--- src/rtl/seq_pattern_tx.sv ---
// seq_pattern_tx: serial pattern transmitter.
// Shifts a programmable PAT_W-bit pattern out MSB-first, one bit per clock. It sends `rep`
// frames with `gap` idle cycles between them, and every output is registered.
//
// Ports:
//   clk       in   system clock, rising edge
//   rst       in   asynchronous active-low reset
//   pat_ld    in   load pat_in into the pattern register (IDLE only)
//   pat_in    in   new pattern value
//   start     in   begin transmission (IDLE only; abort has priority)
//   rep       in   number of frames, captured at start
//   gap       in   idle cycles between frames, captured at start
//   abort     in   synchronous abort back to IDLE, no done pulse
//   dout      out  serial data bit
//   dvalid    out  dout carries a pattern bit
//   frame_end out  high with the last bit of each frame
//   busy      out  high whenever not IDLE
//   done      out  one-cycle pulse on normal completion
module seq_pattern_tx #(
    parameter int unsigned         PAT_W   = 5,
    parameter logic [PAT_W-1:0]    PAT_DEF = 5'b11011,
    parameter int unsigned         REP_W   = 4,
    parameter int unsigned         GAP_W   = 3
) (
    input  logic             clk,
    input  logic             rst,
    input  logic             pat_ld,
    input  logic [PAT_W-1:0] pat_in,
    input  logic             start,
    input  logic [REP_W-1:0] rep,
    input  logic [GAP_W-1:0] gap,
    input  logic             abort,
    output logic             dout,
    output logic             dvalid,
    output logic             frame_end,
    output logic             busy,
    output logic             done
);

    localparam int unsigned      IDX_W   = (PAT_W > 1) ? $clog2(PAT_W) : 1;
    localparam logic [IDX_W-1:0] IDX_TOP = IDX_W'(PAT_W - 1);

    typedef enum logic [1:0] {StIdle, StSend, StGap, StFin} state_e;

    state_e             state_q, state_d;
    logic [PAT_W-1:0]   pat_q, pat_d;
    logic [IDX_W-1:0]   idx_q, idx_d;
    logic [REP_W-1:0]   rem_q, rem_d;    // frames still to send after the current one
    logic [GAP_W-1:0]   gap_q, gap_d;    // captured gap length
    logic [GAP_W-1:0]   gcnt_q, gcnt_d;  // gap cycles left after the current one
    logic               dout_d, dvalid_d, frame_end_d, busy_d, done_d;

    // Next-state logic. Outputs are derived from the next state so that the registered
    // outputs describe the cycle the FSM is entering (first bit right after the start edge).
    always_comb begin
        state_d = state_q;
        pat_d   = pat_q;
        idx_d   = idx_q;
        rem_d   = rem_q;
        gap_d   = gap_q;
        gcnt_d  = gcnt_q;

        unique case (state_q)
            StIdle: begin
                if (pat_ld) begin
                    pat_d = pat_in;
                end
                if (start && !abort) begin
                    gap_d  = gap;
                    gcnt_d = '0;
                    if (rep != '0) begin
                        state_d = StSend;
                        idx_d   = IDX_TOP;
                        rem_d   = rep - 1'b1;
                    end else begin
                        state_d = StFin;
                        rem_d   = '0;
                    end
                end
            end
            StSend: begin
                if (idx_q == '0) begin
                    if (rem_q != '0) begin
                        rem_d = rem_q - 1'b1;
                        idx_d = IDX_TOP;
                        if (gap_q != '0) begin
                            state_d = StGap;
                            gcnt_d  = gap_q - 1'b1;
                        end
                    end else begin
                        state_d = StFin;
                    end
                end else begin
                    idx_d = idx_q - 1'b1;
                end
            end
            StGap: begin
                // idx was already reloaded when the gap was entered.
                if (gcnt_q == '0) begin
                    state_d = StSend;
                end else begin
                    gcnt_d = gcnt_q - 1'b1;
                end
            end
            StFin: begin
                state_d = StIdle;
            end
            default: begin
                state_d = StIdle;
            end
        endcase

        if (abort && (state_q != StIdle)) begin
            state_d = StIdle;
        end

        dvalid_d    = (state_d == StSend);
        dout_d      = dvalid_d ? pat_d[idx_d] : 1'b0;
        frame_end_d = dvalid_d && (idx_d == '0);
        busy_d      = (state_d != StIdle);
        done_d      = (state_d == StFin);
    end

    always_ff @(posedge clk or negedge rst) begin
        if (!rst) begin
            state_q   <= StIdle;
            pat_q     <= PAT_DEF;
            idx_q     <= '0;
            rem_q     <= '0;
            gap_q     <= '0;
            gcnt_q    <= '0;
            dout      <= 1'b0;
            dvalid    <= 1'b0;
            frame_end <= 1'b0;
            busy      <= 1'b0;
            done      <= 1'b0;
        end else begin
            state_q   <= state_d;
            pat_q     <= pat_d;
            idx_q     <= idx_d;
            rem_q     <= rem_d;
            gap_q     <= gap_d;
            gcnt_q    <= gcnt_d;
            dout      <= dout_d;
            dvalid    <= dvalid_d;
            frame_end <= frame_end_d;
            busy      <= busy_d;
            done      <= done_d;
        end
    end

endmodule

--- config.mk ---
export PLATFORM = sky130hd
export DESIGN_NAME = seq_pattern_tx
export DESIGN_NICKNAME = d
export VERILOG_FILES = /design/src/rtl/seq_pattern_tx.sv
export SDC_FILE = /design/constraint.sdc
export NUM_CORES = 1
export LEC_CHECK = 0
export ABC_AREA = 1
export BUFFER_PORTS_ARGS = -buffer_cell sky130_fd_sc_hd__clkbuf_2
export CAP_MARGIN = 20
export CORE_UTILIZATION = 55
export DETAILED_ROUTE_END_ITERATION = 6
export PLACE_DENSITY = 0.79
export SLEW_MARGIN = 20
export SYNTH_ARGS = -nofsm -noshare
export SYNTH_HDL_FRONTEND = slang
export SYNTH_SLANG_ARGS = --single-unit
export TNS_END_PERCENT = 10
--- constraint.sdc ---
create_clock -name clk -period 3.03 [get_ports clk]
set_input_delay 0.4545 -clock clk [delete_from_list [all_inputs] [get_ports clk]]
set_output_delay 0.4545 -clock clk [all_outputs]
set_load 0.02 [all_outputs]
After elaboration in Yosys (flattened, before gate mapping)
Index checks and enable logic that the tools add are counted.
- input bits: 17
- bits in registers: 25
- word-level logic and storage cells: 74
- equality and inequality tests: 10
- mux-type cells: 29
- order comparisons: 1
- reductions and logical operators: 18
- add/subtract/negate cells: 5
- operator list (kind ; count):
    3-bit 2-to-1 mux ; 9
    4-bit 2-to-1 mux ; 4
    2-bit 2-to-1 mux ; 7
    5-bit 2-to-1 mux ; 2
    2-bit inequality test (second input constant) ; 5
    3-bit zero test ; 3
    3-bit case mux with 3 select lines ; 1
    3-bit by 1-bit subtractor with 3-bit output (second input constant) ; 3
    2-bit case mux with 4 select lines ; 1
    4-bit case mux with 2 select lines ; 1
    4-bit nonzero test ; 2
    4-bit by 1-bit subtractor with 4-bit output (second input constant) ; 2
    2-bit equality test (second input constant) ; 3
    3-bit case mux with 2 select lines ; 1
    6-bit AND reduction ; 1
    2-bit nonzero test ; 3
    3-bit nonzero test ; 2
    2-bit by 1-bit equality test with 1-bit output (second input constant) ; 2
    3-bit by 4-bit < comparator with 1-bit output (second input constant) ; 1
    4-bit AND reduction ; 1
    1-bit binary-select mux with 3-bit select ; 1
    1-bit logical AND ; 3
    2-bit zero test ; 1
    1-bit 2-to-1 mux ; 2
    2 further kinds ; 2

Depth between registers and ports, before layout
- word-level depth: 8
- gate-level depth with buffers: 15

Least setup slack after synthesis
Ideal clock, no wire load.
- kind: register to register
- start point: reg state_q[0]
- end point: reg dout
- cell stages (with the launch flop): 16
- path slack: 1.427 ns
- required time: 2.917 ns
- arrival: 1.490 ns
- setup time: 0.113 ns
- cells stage by stage: dfrtp_1 > inv_1 > ha_1 > buf_6 > inv_4 > nand2_4 > nand2_2 > o21ai_2 > nand3_1 > nand2_2 > nand2_1 > nand3_1 > nand2_1 > nand2_1 > nand2_1 > inv_1
- cells in the longest elaborated chain, start to end: 7
- elaborated cells on any way between the ends: 19
- classes of those cells: 4 x eq/ne; 12 x mux; 3 x reduce/logical
- ends and longest elaborated chain (what ; RTL line ; RTL):
    start: declaration ; 45 ; state_e state_q, state_d;
    start signal: assignment ; 126 ; state_q <= StIdle;
    start signal: assignment ; 138 ; state_q <= state_d;
    2-bit 2-to-1 mux ; 86 ; if (gap_q != '0) begin
    2-bit 2-to-1 mux ; 83 ; if (rem_q != '0) begin
    2-bit 2-to-1 mux ; 82 ; if (idx_q == '0) begin
    2-bit case mux with 4 select lines ; 63 ; unique case (state_q)
    2-bit 2-to-1 mux ; 113 ; if (abort && (state_q != StIdle)) begin
    2-bit by 1-bit equality test with 1-bit output ; 117 ; dvalid_d = (state_d == StSend);
    1-bit 2-to-1 mux * ; 118 ; dout_d = dvalid_d ? pat_d[idx_d] : 1'b0;
    net dout_d ; 51 ; logic dout_d, dvalid_d, frame_end_d, busy_d, done_d;
    end signal: assignment ; 144 ; dout <= dout_d;
    end: declaration ; 33 ; output logic dout,
The timed path passes the listed nets; every way through them passes the cells marked *. The select of a mux whose other input is x is not followed.
A chain may end at the register's enable or synchronous reset.

Final worst setup path
- start point: reg state_q[1]
- end point: reg dout
The elaborated chain is that of the path after synthesis.

==> metrics.yaml <==
status: "complete, but fails checks"
violations: "design-rule violations"
synth-seq-cells: 25
slew_viol_final: 0
peakVddDrop_v: 0.000582
p_clk_share_pct: 8.3
power_switching_mw: 0.983
die-width_um: 56.7
period_needed_ns: 1.98
area_growth_pct: 9.97
drt-pass1-iter-count: 6
crit_chain: "inv_1 -> ha_1 -> buf_4 -> inv_2 -> nand2_4 -> nand2_2 -> o21ai_2 -> nand3_1 -> nand2_2 -> nand2_1 -> nand3_1 -> nand2_1 -> nand2_1 -> nand2_1 -> inv_1"
fin_ws_ns: 1.05
tightest_slew_ns: 0.617
place_ws_ns: 1.08
grt_pass1_wl_mm: 5.74
syn_avg_cell_area_um2: 8.14
numCtsBuffers: 3
crit_type: "reg -> reg"
die_area_um2: 3210
cp.arrival_ns: 2.24
share_comb_of_total_power_pct: 61.3
boundaryPins: 22
post_cts_buffers: 0
max_freq_mhz: 505
end_kind: "register"
maxCapViolations: 0
powerDensity_nw_per_um2: 1090
ant_nets: 0
die_y_um: 56.7
grt_pass1_vias: 1298
port_buffers: 21
drc: 2
leakagePower_nw: 0.948
seq_area_frac_synth_pct: 38.4
placementRows: 19
postSynthCellCount: 202
p_int_mw: 0.996
rsz0062_at_grt: "false"
startpoint: "state_q[1]"
fin_setup_tns_ns: 0
gp_congestion: 0.872
hold_path.class: "in -> async"
start_util_pct: 58.6
ys_types: 35
path_clk_slew_ns: 0.16
drt-initial-drc-count: 78
synth_warnings: 0
reg2reg_from: "state_q[1]"
clk_latency_ns: 0.33
fin_crit_sh_pct: 65.4
cts_buffer_depth: 2
routed_wl_mm: 3.06
grt_max_degree: 26
globalRouteOverflowTotal: 0
h-tree-depth: 1
path_common_cell: "nand2_1"
cts_root_buf: "clkbuf_4"
cp.required_ns: 3.29
ctsResizeCount: 0
clock_sinks: 25
p_sw_share_pct: 49.7
final_nets: 253
wl_per_cell_um: 11.9
syn-cell-area_um2: 1640
setup_violations: 0
tritoncts: "done"
dp_hpwl_mm: 2.40
crit_path_max_fanout: 10
diodes: 0
ctsHoldBuffers: 0
cpPeakStageDelay_ns: 0.43
pwr-share-seq_pct: 30.4
startpoint_type: "register"
antenna_found_initial: 0
core-area_um2: 2810
drive_gt1_share_pct: 27.0
cpMaxStageDelayCell: "dfrtp_1"
nFillCells: 243
slew_headroom_pct: 58.9
grt_util_all_layers_pct: 23.1
finalClockSkew_ns: 0.0130
via_per_inst: 5.25
synth_nets: 228
dr_total_vias: 1348
hold_violations: 0
[per-stage QoR]
step	util, %	power [mW]	std cells	hold slack [ns]	cell area (um^2)
after global routing	64.5	2.21	257	0.132	1810
after detailed placement	63.3	1.82	253	0.492	1780
after floorplan	-	1.59	202	0.159	1640
final	64.5	1.98	257	0.0957	1810
after CTS	64.5	1.99	257	0.121	1810
after global placement	63.3	1.80	253	0.477	1780
[synth_stat cells (all sizes together)]
cell type | n | area share [%]
ha | 9 | 6.8
o21ai | 18 | 5.7
o21bai | 1 | 0.46
o211ai | 1 | 0.46
mux2 | 3 | 2.1
nand3 | 19 | 6.1
nand4 | 1 | 1.3
o22ai | 1 | 0.38
a21oi | 5 | 2.2
dfrtp | 21 | 32
or2 | 2 | 0.76
inv | 26 | 6.1
nand3b | 2 | 0.91
dfstp | 4 | 6.4
nor2 | 19 | 7.0
nand2 | 62 | 17
buf | 2 | 1.1
a31oi | 1 | 0.38
xor2 | 2 | 1.1
nor3 | 2 | 0.91
nor4 | 1 | 1.3
[metal layers]
| metal | track usage [%] | share of wire [%] |
|---|---|---|
| met4 | 6.79 | 0.75 |
| met1 | 33.7 | 49 |
| met3 | 4.84 | 5.3 |
| met5 | 0 | 0 |
| met2 | 34.4 | 45 |
[logic make-up (layout without fill, tap and decap cells)]
| logic type | Yosys count | in the layout | share of synthesized area (%) |
|---|---|---|---|
| muxes | 3 | 3 | 2.05 |
| AOI/OAI and AO/OA | 27 | 27 | 9.59 |
| buffers and inverters | 28 | 52 | 7.23 |
| and+or+nand+nor | 108 | 108 | 34.9 |
| DFF | 25 | 25 | 38.4 |
| adders and majority gates | 9 | 9 | 6.85 |
| xor gates and xnor gates | 2 | 2 | 1.07 |
[path summary, 6_finish.rpt]
kind	to	slack, ns	cells past startpoint
setup / recovery	dout	1.05	15
hold / removal	pat_q[2]	0.1	1
setup reg to reg	dout	1.05	15
hold reg to reg	pat_q[1]	0.51	2
max in group asynchronous	gcnt_q[2]	2.53	1
min in group clk	gap_q[1]	0.32	3
[sequential cells by signal (all words and copies together), names as in the netlist]
signal / count
busy: 1
done: 1
dout: 1
dvalid: 1
frame_end: 1
gap_q: 3
gcnt_q: 3
idx_q: 3
pat_q: 5
rem_q: 4
state_q: 2
[final cells by class]
| class | instances | area [um^2] | area share (%) |
|---|---|---|---|
| multi-input combinational | 149 | 895 | 49.5 |
| sequential | 25 | 631 | 34.9 |
| clock buffer | 3 | 22.5 | 1.25 |
| timing repair buffer | 22 | 113 | 6.23 |
| clock inverter | 1 | 8.76 | 0.484 |
| tap | 31 | 38.8 | 2.15 |
| inverter | 26 | 100 | 5.54 |
[critical path, delay by kind of cell (launching register included)]
| family | cells | cell delay [ns] |
|---|---|---|
| adders and majority gates | 1 | 0.25 |
| AOI/OAI and AO/OA | 1 | 0.05 |
| buffers and inverters | 4 | 0.47 |
| DFF | 1 | 0.43 |
| and+or+nand+nor | 9 | 0.70 |
[placed cells by master, fill, tap and decap left out, types with 4 or more instances in the layout]
master	n
a21oi_1	4
clkbuf_2	21
dfrtp_1	21
dfstp_2	4
ha_1	9
inv_1	21
inv_2	4
nand2_1	52
nand2_2	7
nand3_1	18
nor2_1	13
o21ai_0	15
[power groups by stage]
stage                     registers [mW]  logic (mW)  clock network, mW
after floorplan                    0.616       0.973                  0
after CTS                          0.601        1.22              0.170
after detailed placement           0.606        1.22                  0
after global placement             0.603        1.20                  0
after global routing               0.617        1.40              0.186
final                              0.602        1.21              0.164
Power figures use the tool's default switching activity.
